**src/rtl/sad_min_reducer.sv**
```systemverilog
// Folds the per-beat A/B candidate minima into one minimum per search window and
// publishes index, value and beat count through a one-deep valid/ready result buffer.
module sad_min_reducer #(
    parameter int IDX_W = 16,
    parameter int VAL_W = 14,
    parameter int CNT_W = 16
) (
    input  logic             clk,
    input  logic             Reset,
    input  logic             SAD7_Valid,
    input  logic             SAD7_TriggerBoss,
    input  logic [IDX_W-1:0] SAD7_IndexOfMinA,
    input  logic [VAL_W-1:0] SAD7_ValueOfMinA,
    input  logic [IDX_W-1:0] SAD7_IndexOfMinB,
    input  logic [VAL_W-1:0] SAD7_ValueOfMinB,
    output logic             Result_Valid,
    input  logic             Result_Ready,
    output logic [IDX_W-1:0] Result_Index,
    output logic [VAL_W-1:0] Result_Value,
    output logic [CNT_W-1:0] Result_Count,
    output logic             Overrun,
    output logic             Busy
);

    // Result handshake: a result moves downstream on any rising edge where
    // Result_Valid and Result_Ready are both high; the payload is frozen while
    // Result_Valid is high and not yet accepted.

    typedef enum logic {
        S_IDLE  = 1'b0,
        S_ACCUM = 1'b1
    } state_t;

    state_t           r_state;
    state_t           w_state_nxt;

    logic [VAL_W-1:0] r_min_val;
    logic [IDX_W-1:0] r_min_idx;
    logic [CNT_W-1:0] r_cnt;

    logic             r_res_valid;
    logic [IDX_W-1:0] r_res_idx;
    logic [VAL_W-1:0] r_res_val;
    logic [CNT_W-1:0] r_res_cnt;
    logic             r_overrun;

    logic             w_b_wins;
    logic [IDX_W-1:0] w_pair_idx;
    logic [VAL_W-1:0] w_pair_val;
    logic [IDX_W-1:0] w_fold_idx;
    logic [VAL_W-1:0] w_fold_val;
    logic [CNT_W-1:0] w_fold_cnt;
    logic             w_publish;
    logic             w_xfer;
    logic             w_load;

    // Ties between A and B go to A.
    assign w_b_wins   = SAD7_ValueOfMinB < SAD7_ValueOfMinA;
    assign w_pair_idx = w_b_wins ? SAD7_IndexOfMinB : SAD7_IndexOfMinA;
    assign w_pair_val = w_b_wins ? SAD7_ValueOfMinB : SAD7_ValueOfMinA;

    always_comb begin
        w_state_nxt = r_state;
        w_fold_idx  = w_pair_idx;
        w_fold_val  = w_pair_val;
        w_fold_cnt  = CNT_W'(1);
        case (r_state)
            S_IDLE: begin
                if (SAD7_Valid && !SAD7_TriggerBoss) begin
                    w_state_nxt = S_ACCUM;
                end
            end
            S_ACCUM: begin
                // Only a strictly smaller value displaces the earlier candidate.
                if (!(w_pair_val < r_min_val)) begin
                    w_fold_idx = r_min_idx;
                    w_fold_val = r_min_val;
                end
                w_fold_cnt = (r_cnt == {CNT_W{1'b1}}) ? r_cnt : r_cnt + CNT_W'(1);
                if (SAD7_Valid && SAD7_TriggerBoss) begin
                    w_state_nxt = S_IDLE;
                end
            end
            default: w_state_nxt = S_IDLE;
        endcase
    end

    always_ff @(posedge clk) begin
        if (Reset) begin
            r_state   <= S_IDLE;
            r_min_val <= {VAL_W{1'b1}};
            r_min_idx <= '0;
            r_cnt     <= '0;
        end else begin
            r_state <= w_state_nxt;
            if (SAD7_Valid) begin
                r_min_val <= w_fold_val;
                r_min_idx <= w_fold_idx;
                r_cnt     <= w_fold_cnt;
            end
        end
    end

    assign w_publish = SAD7_Valid && SAD7_TriggerBoss;
    assign w_xfer    = r_res_valid && Result_Ready;
    // A publish fits if the buffer is empty or is being drained on this same edge.
    assign w_load    = w_publish && (!r_res_valid || Result_Ready);

    always_ff @(posedge clk) begin
        if (Reset) begin
            r_res_valid <= 1'b0;
            r_res_idx   <= '0;
            r_res_val   <= '0;
            r_res_cnt   <= '0;
            r_overrun   <= 1'b0;
        end else begin
            if (w_load) begin
                r_res_valid <= 1'b1;
                r_res_idx   <= w_fold_idx;
                r_res_val   <= w_fold_val;
                r_res_cnt   <= w_fold_cnt;
            end else if (w_xfer) begin
                r_res_valid <= 1'b0;
            end
            if (w_publish && !w_load) begin
                r_overrun <= 1'b1;
            end
        end
    end

    assign Result_Valid = r_res_valid;
    assign Result_Index = r_res_idx;
    assign Result_Value = r_res_val;
    assign Result_Count = r_res_cnt;
    assign Overrun      = r_overrun;
    assign Busy         = (r_state == S_ACCUM);

endmodule

```
**config.mk**
```make
export PLATFORM = sky130hd
export DESIGN_NAME = sad_min_reducer
export DESIGN_NICKNAME = d
export VERILOG_FILES = /design/src/rtl/sad_min_reducer.sv
export SDC_FILE = /design/constraint.sdc
export NUM_CORES = 1
export LEC_CHECK = 0
export BUFFER_PORTS_ARGS = -buffer_cell sky130_fd_sc_hd__buf_2
export CAP_MARGIN = 20
export CORE_MARGIN = 8
export CORE_UTILIZATION = 25
export DETAILED_ROUTE_END_ITERATION = 10
export SLEW_MARGIN = 5
export SYNTH_ARGS = -nofsm -noshare
export SYNTH_HDL_FRONTEND = slang
export SYNTH_SLANG_ARGS = --single-unit
```
**constraint.sdc**
```tcl
create_clock -name clk -period 13.41 [get_ports clk]
set_input_delay 2.682 -clock clk [delete_from_list [all_inputs] [get_ports clk]]
set_output_delay 2.682 -clock clk [all_outputs]
set_load 0.005 [all_outputs]
```
After elaboration in Yosys (flattened, before gate mapping) --
Cells that the tools add are included.
Word-level totals: flip-flop bits (word level) 95, word-level logic and storage cells 37
Operators by class: add/subtract/negate cells 1, magnitude comparators 2, equality and inequality tests 1, muxes and demuxes 13, bitwise operators 1, reduce and logical (&&, ||, !) cells 10
Operator list (count):
- $mux W16 | 5
- $mux W14 | 3
- $lt A14 B14 Y1 | 2
- $add A16 B1 Y16 const B | 1
- $eq A16 B16 Y1 const B | 1
- $logic_and A1 B1 Y1 | 5
- $mux W1 | 4
- $logic_not A1 Y1 | 3
- $pmux W1 S2 | 1
- $reduce_bool A2 Y1 | 1
- $logic_or A1 B1 Y1 | 1
- $not A1 Y1 | 1

Longest topological paths before layout --
Gate-level depths: netlist (run 1).
depth in word-level cells 5, gate-level depth with buffers 19, gate-level depth less buffers 15

Worst setup path before layout (run 1) --
Ideal clock, no wire load.
path kind input-to-reg, start point input port SAD7_ValueOfMinA[7], end point register r_res_idx[15] (netlist: Result_Index[15]), setup time 0.122 ns, data arrival time 6.070 ns, data required time 13.288 ns, slack 7.218 ns, stages 18, cell sequence inv_1 > ha_1 > a21o_1 > a221o_1 > a21oi_2 > o21ai_1 > buf_2 > mux2_2 > ha_1 > a21oi_1 > o2111ai_1 > a2111oi_0 > o211a_1 > a211o_1 > buf_2 > buf_4 > nor2_1 > a221o_1
On the way: longest elaborated chain between the ends 5, elaborated cells on any way between the ends 6, classes of those cells order compare: 2; mux: 4
RTL lines:
- from (decl) | line 13 | input logic [VAL_W-1:0] SAD7_ValueOfMinA,
- $lt A14 B14 Y1 | line 58 | assign w_b_wins = SAD7_ValueOfMinB < SAD7_ValueOfMinA;
- $mux W14 | line 60 | assign w_pair_val = w_b_wins ? SAD7_ValueOfMinB : SAD7_ValueOfMinA;
- $lt A14 B14 Y1 | line 75 | if (!(w_pair_val < r_min_val)) begin
- $mux W16 | line 75
- $mux W16 (*) | line 67 | case (r_state)
- to (signal assigned) | line 119 | r_res_idx <= w_fold_idx;
- to (decl) | line 42 | logic [IDX_W-1:0] r_res_idx;
Every way passes the cells marked *; elsewhere a longest branch is shown, timed or not. A chain may end at the register's enable or synchronous reset.

Final worst setup path (run 1) --
start point input port SAD7_ValueOfMinA[13], end point register r_min_idx[11]
On the way: longest elaborated chain between the ends 5, elaborated cells on any way between the ends 6, classes of those cells order compare: 2; mux: 4
RTL lines:
- $lt A14 B14 Y1 | line 58
- $mux W14 | line 60
- $lt A14 B14 Y1 | line 75
- $mux W16 | line 75
- $mux W16 (*) | line 67
- to (signal assigned) | line 98 | r_min_idx <= w_fold_idx;
- to (decl) | line 38 | logic [IDX_W-1:0] r_min_idx;
Marks and branches as above.

==> run metrics, run 1 <==
post-route clock period utilization=53.1%; largest family of logic cells by synthesized area=compound AO/OA/AOI/OAI gates; DR iter-0 viols=202; Overflow after GRT=0; Relative slew margins=34.9%; drt pass-1 iters=4; worst hold start=Result_Index[4]; fin cells=970; sequential area share after synthesis=37.7%; most frequent cells in the layout=buf_2 (113), dfxtp_1 (95), nand2_1 (82); Worst Path Buf+Inv=4; post-synthesis simple-gate area fraction=16.7%; Placeable Area=0.0200 sq mm; area taken by multi-input logic gates=0.00285 sq mm; TritonCTS buffer count=9; antenna-violating nets left=0; worst slew pin tran=slightly below 1 ns; Setup Buffers After CTS=0; worst reg2reg endpoint=r_min_idx[11]; Power Dens Cells=110 mW/mm^2; Register Area=0.00190 sq mm; async set-reset flop share out of synthesis=0%; crit-path max cell delay=0.62 ns; clock-pin slew on the worst setup and hold paths=~0.06 ns; wire per inst=14.4 um; path depth of the worst reg2reg path=10; initial core utilization=25.1%; status=finished clean; hold path cells=2; Inst Count DP=around 950; critical path required time=13.62 ns; design area=0.00618 sq mm; nets=789; die area=0.0250 sq mm; crit-path max FO=60; RSZ-0062 raised after global routing=false; XOR/XNOR share of the synthesized area=1.56%; Avg Inst Size Synth=8.37 sq um; critical-path cell list=buf_2, inv_1, ha_1, nand2_1, nor2_1, nand4_1, o21ai_4, buf_16, mux2_2, ha_1, a21oi_1, o2111ai_1, a2111oi_0, o211a_1, a211o_2, buf_4, and2_4, o21ai_0; Total Wirelength=14.0 mm; CTS root buffer=clkbuf_16; Yosys cell types=52; fillers=2184; clk_skew=just over 0.008 ns; Ys Warns=0; global-route wire length before repair=between 20 and 25 mm; endpoint class of the critical path=register; Setup WS pre-CTS=between 5 and 6 ns; post-cts resize count=0; Final min period=7.12 ns; worst skew pair latency=about 0.35 ns; Max Fclk=0.141 GHz; Synth Register Bits=95; placed cell areas=0.00582 sq mm; Hold Path End=Result_Index[4]; ANT cells=0; complex-gate fraction of the synthesized area=18.6%; FP Rows=52; final setup violation count=0; fraction of layout cells with a size suffix above 1=24.4%; Post-synth EDFFs=0; HPWL Detailed=9.86 mm; reg-to-reg slack, setup=10.18 ns; Max stage delay cell, worst path=buf_4; most frequent CP cell=ha_1; Worst EP arrival=7.33 ns; post-synthesis net count=694; final hold vios=0; worst setup slack after layout=6.29 ns; worst hold path class=register to register; Adder-Cell Fraction of Synth Area=about 6.7%; final design utilization=30.8%; Avg Vias per Cell=4.65; static leakage=0.00281 uW; Layout Area Growth over Synthesis=22.6%; H-tree depth=3; CTS tree=built; setup TNS=0 ns; Final Slew Violations=0; CP delay by family, top=compound AO/OA/AOI/OAI gates; most common cell after layout, fill and taps aside=buf_2; Gate Count Post-Synth=602; GRT Overall Usage=~11%; WS Path Type=primary input to register; crit start category=primary input; vias in the first global route=~4300; largest net degree at the start of global routing=61; vias=4509; CTS Sinks=95; CP startpoint=SAD7_ValueOfMinA[13]; Die Width=158 um; RR Startpoint=r_min_val[5]; hold_buf cts=0; mapped cell area=0.00504 sq mm; mux share of post-synthesis cell area=approximately 13%; Port Buffers=113; routability cong.=0.752; clk buf depth=2; Top-Level Pins=114; Max-Cap Viols=0; VDD IR max=57.5 uV; DIE HEIGHT=158 um; DRC viols=0; antenna violations before repair=0; ys flop type=dfxtp_1
## final cells by class
class,count,share of cell area [%]
clock buffer,11,3.93
timing repair buffer,120,10.8
sequential,95,30.8
multi-input combinational,436,46.2
inverter,35,2.13
tap,270,5.47
clock inverter,3,0.729
## metal layers
metal / vias to the layer above / GRT usage [%] / share of wire, %
met5: - / 0 / 0
met4: 0 / 4.13 / 1.6
met3: 14 / 2.27 / 5.3
met2: 75 / 19.7 / 49
met1: 2078 / 13.4 / 44
li1: 2342 / - / -
## cells in the mapped netlist (all sizes together) (4+ instances only)
cell    number  area [sq um]
a211oi      18           135
a21o         4          30.0
a21oi       42           214
a31oi        5          31.3
and3         5          31.3
buf         11          77.6
clkbuf      25          93.8
dfxtp       95          1900
ha          27           338
inv         34           128
mux2        28           315
mux2i       32           320
nand2       82           308
nand2b       5          31.3
nand3       13          65.1
nand4       20           131
nor2        34           128
nor3         6          30.0
o21ai       68           340
o31ai        4          35.0
or3          4          25.0
xnor2        4          35.0
xor2         5          43.8
## power breakdown
group / internal (uW) / total (uW) / switching, uW
registers: 297 / 305 / 8.37
clock network: 148 / 260 / 112
logic: 52.1 / 116 / 63.9
## logic make-up after synthesis
kind of cell | Yosys count
xor gates and xnor gates | 9
AOI/OAI and AO/OA | 158
and+or+nand+nor | 182
adders and majority gates | 27
DFF | 95
muxes | 60
buffers and inverters | 71
## sequential cells by signal, summed over array words and instances, names as in the netlist, named ones only
signal        cells
Result_Count     16
r_min_idx        16
Result_Index     16
Result_Value     14
r_min_val        14
Result_Valid      1
r_cnt            16
Overrun           1
## worst register-to-register path, stage by stage (launching register included)
cell	delay [ns]
dfxtp_1	0.35
inv_1	0.05
ha_1	0.29
a21oi_1	0.21
o2111ai_1	0.21
a2111oi_0	0.41
o211a_1	0.21
a211o_2	0.09
buf_4	0.62
and2_4	0.50
o21ai_0	0.15
## worst max path at each step
stage | end | slack (ns) | depth (start not counted)
after detailed placement | r_min_idx[7] | 5.67 | 17
after floorplan | Result_Index[15] | 7.22 | 18
final | r_min_idx[11] | 6.29 | 18
after global routing | r_min_idx[11] | 5.82 | 18
after CTS | r_min_idx[11] | 6.03 | 17
after global placement | r_min_idx[15] | 5.81 | 17
## metrics by stage
step	power [uW]	hold WS [ns]
6_report	681	0.444
5_1_grt	716	0.484
4_1_cts	687	0.451
3_5_place_dp	426	0.436
3_3_place_gp	424	0.431
2_1_floorplan	387	0.446
(Power assumes the default switching activity.)
==> run 2, diff against run 1 <==
--- a/config.mk
+++ b/config.mk
@@ -5,6 +5,7 @@
 export SDC_FILE = /design/constraint.sdc
 export NUM_CORES = 1
 export LEC_CHECK = 0
+export ABC_AREA = 1
 export BUFFER_PORTS_ARGS = -buffer_cell sky130_fd_sc_hd__buf_2
 export CAP_MARGIN = 20
 export CORE_MARGIN = 8
==> constraint.sdc (replaced) <==
create_clock -name clk -period 6.2 [get_ports clk]
set_input_delay 1.24 -clock clk [delete_from_list [all_inputs] [get_ports clk]]
set_output_delay 1.24 -clock clk [all_outputs]
set_load 0.005 [all_outputs]
==> run metrics, run 2 <==
setup TNS=0 ns (unchanged); Gate Count Post-Synth=816 (+36%); final hold slack=0.501 ns (+0.0570 ns); antenna-violating nets left=0 (unchanged); CP startpoint=SAD7_ValueOfMinA[13]; Commonest cells post-synth=nand2_1 (171), nor2_1 (129), inv_1 (103), dfxtp_1 (95), nand3_1 (86); ANT cells=0 (unchanged); clock-pin slew on the worst setup and hold paths=0.07 ns (about the same); FP Rows=53 (+1.9%); Max Fclk=between 0.2 and 0.25 GHz; H-tree depth=3 (unchanged); antenna violations before repair=0 (unchanged); fraction of layout cells with a size suffix above 1=17.7% (-6.7 points); worst skew pair latency=0.35 ns (about the same); wire per inst=12.3 um (-15%); CTS Sinks=95 (unchanged); vias in the first global route=4865 (+13%); fillers=2295 (+5.1%); clock group share of total power=36.2% (-1.9 points); TritonCTS buffer count=9 (unchanged); Post-synth EDFFs=0 (unchanged); sequential share of power=42.7% (-2.1 points); design area=0.00641 sq mm (+3.8%); post-cts resize count=0 (unchanged); Relative slew margins=38.1% (+3.2 points); most common cell after layout, fill and taps aside=nand2_1; Overflow after GRT=0 (unchanged); most frequent cells in the layout=nand2_1 (171), nor2_1 (128), buf_2 (113); CP delay by family, top=simple AND/OR/NAND/NOR gates; routability cong.=0.816 (+8.5%); vias=5201 (+15%); global-route wire length before repair=23.9 mm (+7.6%); VDD IR max=123 uV (+110%); most frequent CP cell=nand2_1; HPWL Detailed=9.95 mm (+1.0%); Setup Buffers After CTS=0 (unchanged); crit-path max FO=43 (-28%); Synth area leaders=dfxtp_1 (36%), nand2_1 (12%), nor2_1 (9.0%); clk buf depth=2 (unchanged); Comb power frac=21.1% (+4.1 points); mapped cell area=0.00535 sq mm (+6.3%); Port Buffers=113 (unchanged); Yosys top cell area share=35.5% (-2.2 points); status=finished clean; Synth Register Bits=95 (unchanged); ys flop type=dfxtp_1; nets=992 (+26%); RR Startpoint=r_min_val[11]; Yosys cell types=32 (-38%); worst slew pin tran=0.929 ns (-0.0413 ns); critical-path cell list=buf_2, inv_1, ha_1, nand2_1, nor2_2, nand2_1, nor2_2, nand2_2, nand2_4, nor2_1, a21oi_1, ha_1, nand2_1, inv_2, nand3_1, a31oi_1, a2111oi_0, nand2_2, nand2_2, nand2_1, nand2_1, nand2_1, nand2_1; Final Slew Violations=0 (unchanged); static leakage=0.00334 uW (+19%); Max-Cap Viols=0 (unchanged); CTS root buffer=clkbuf_16; placed cell areas=0.00610 sq mm (+4.9%); DR iter-0 viols=278 (+38%); CTS tree=built; Avg Inst Size Synth=6.56 sq um (-22%); Internal Power=1110 uW (+120%); worst hold path class=register to register; async set-reset flop share out of synthesis=0% (unchanged); hold_buf cts=0 (unchanged); critical path required time=6.49 ns (-7.13 ns); Die Width=162 um (+2.8%); clk_skew=0.00845 ns (+0.000377 ns); largest net degree at the start of global routing=93 (+52%); die area=0.0264 sq mm (+5.6%); GRT Overall Usage=11.0% (-0.25 points); Layout Area Growth over Synthesis=19.7%; crit start category=primary input; Worst Path Buf+Inv=3 (-1); final hold vios=0 (unchanged); Placeable Area=0.0210 sq mm (+4.9%); initial core utilization=25.5% (+0.33 points); crit-path max cell delay=0.48 ns (-0.14 ns); most frequent cell after synthesis=nand2_1; Worst EP arrival=4.91 ns (-2.42 ns); reported net switching power=490 uW (+170%); switch share=30.5% (+3.5 points); Max stage delay cell, worst path=nand2_2; Total Wirelength=14.5 mm (+3.8%); Ys Warns=0 (unchanged); Avg Vias per Cell=4.41 (-5.2%); RSZ-0062 raised after global routing=false; sequential area share after synthesis=35.5% (-2.2 points); Top-Level Pins=114 (unchanged); WS Path Type=primary input to register; post-synthesis net count=908 (+31%); final setup violation count=0 (unchanged); drt pass-1 iters=6 (+2); largest area contributor in the netlist=dfxtp_1; DIE HEIGHT=162 um (+2.8%); post-route clock period utilization=between 70% and 80%; endpoint class of the critical path=register; Final min period=4.62 ns; DRC viols=0 (unchanged); Power Dens Cells=250 mW/mm^2 (+130%); worst hold start=r_min_val[11]
-- run 2: changes by cell type after synthesis, moves of 26 or more --
| cell | delta |
|---|---|
| a21oi_1 | +29 |
| nand2_1 | +89 |
| nor2_1 | +95 |
| mux2i_1 | -32 |
| nand3_1 | +73 |
| o21ai_0 | -26 |
| inv_1 | +69 |
-- run 2: per-layer routing --
metal  vias to the layer above  part of all wire (%)  GRT usage [%]
li1                       2770                     -              -
met5                         -                     0              0
met1                      2307                    48           14.0
met2                       112                    46           18.1
met3                        12                   5.4           2.50
met4                         0                   1.2           3.58
-- run 2: power groups by stage --
stage | clock network, uW | registers, uW | logic (uW)
2_1_floorplan | 0 | 696 | 243
3_3_place_gp | 0 | 697 | 341
3_5_place_dp | 0 | 698 | 344
4_1_cts | 607 | 685 | 346
5_1_grt | 629 | 691 | 394
6_report | 581 | 685 | 339
-- run 2: layout make-up --
type                            instances  area (sq um)  share of cell area, %
Multi-Input combinational cell        572          2860                   44.7
Sequential cell                        95          1900                   29.7
Timing Repair Buffer                  118           603                   9.41
Inverter                              104           390                   6.09
Tap cell                              275           344                   5.37
Clock buffer                           11           243                   3.79
Clock inverter                          5          63.8                  0.995
-- run 2: final timing paths --
path	end	depth (start not counted)	slack [ns]
worst max-delay path	r_min_val[7]	23	1.58
worst min-delay path	r_min_val[11]	2	0.50
worst max register to register	r_min_val[7]	11	3.76
worst min register to register	r_min_val[11]	2	0.50
-- run 2: kinds of logic (layout without fill, tap and decap cells) --
family	Yosys count	count (layout)	share of synthesized area (%)
compound gates	123	123	12.1
flops	95	95	35.5
buf+inv	149	238	11.1
fa+ha+maj	27	27	6.31
simple gates	404	404	31.2
mux	16	16	3.37
xor+xnor	2	2	0.327
-- run 2: metrics by stage --
stage	utilization (%)	instances	total power, uW	worst slack (ns)
2_1_floorplan	-	816	939	2.14
3_3_place_gp	29.0	1164	1040	1.26
3_5_place_dp	29.0	1164	1040	1.20
4_1_cts	30.5	1180	1640	1.56
5_1_grt	30.5	1180	1710	1.20
6_report	30.5	1180	1600	1.58
-- run 2: worst min-delay path, stage by stage (launching register included) --
cell and delay, ns:
dfxtp_1 0.35, a21oi_1 0.07, nand2_1 0.06
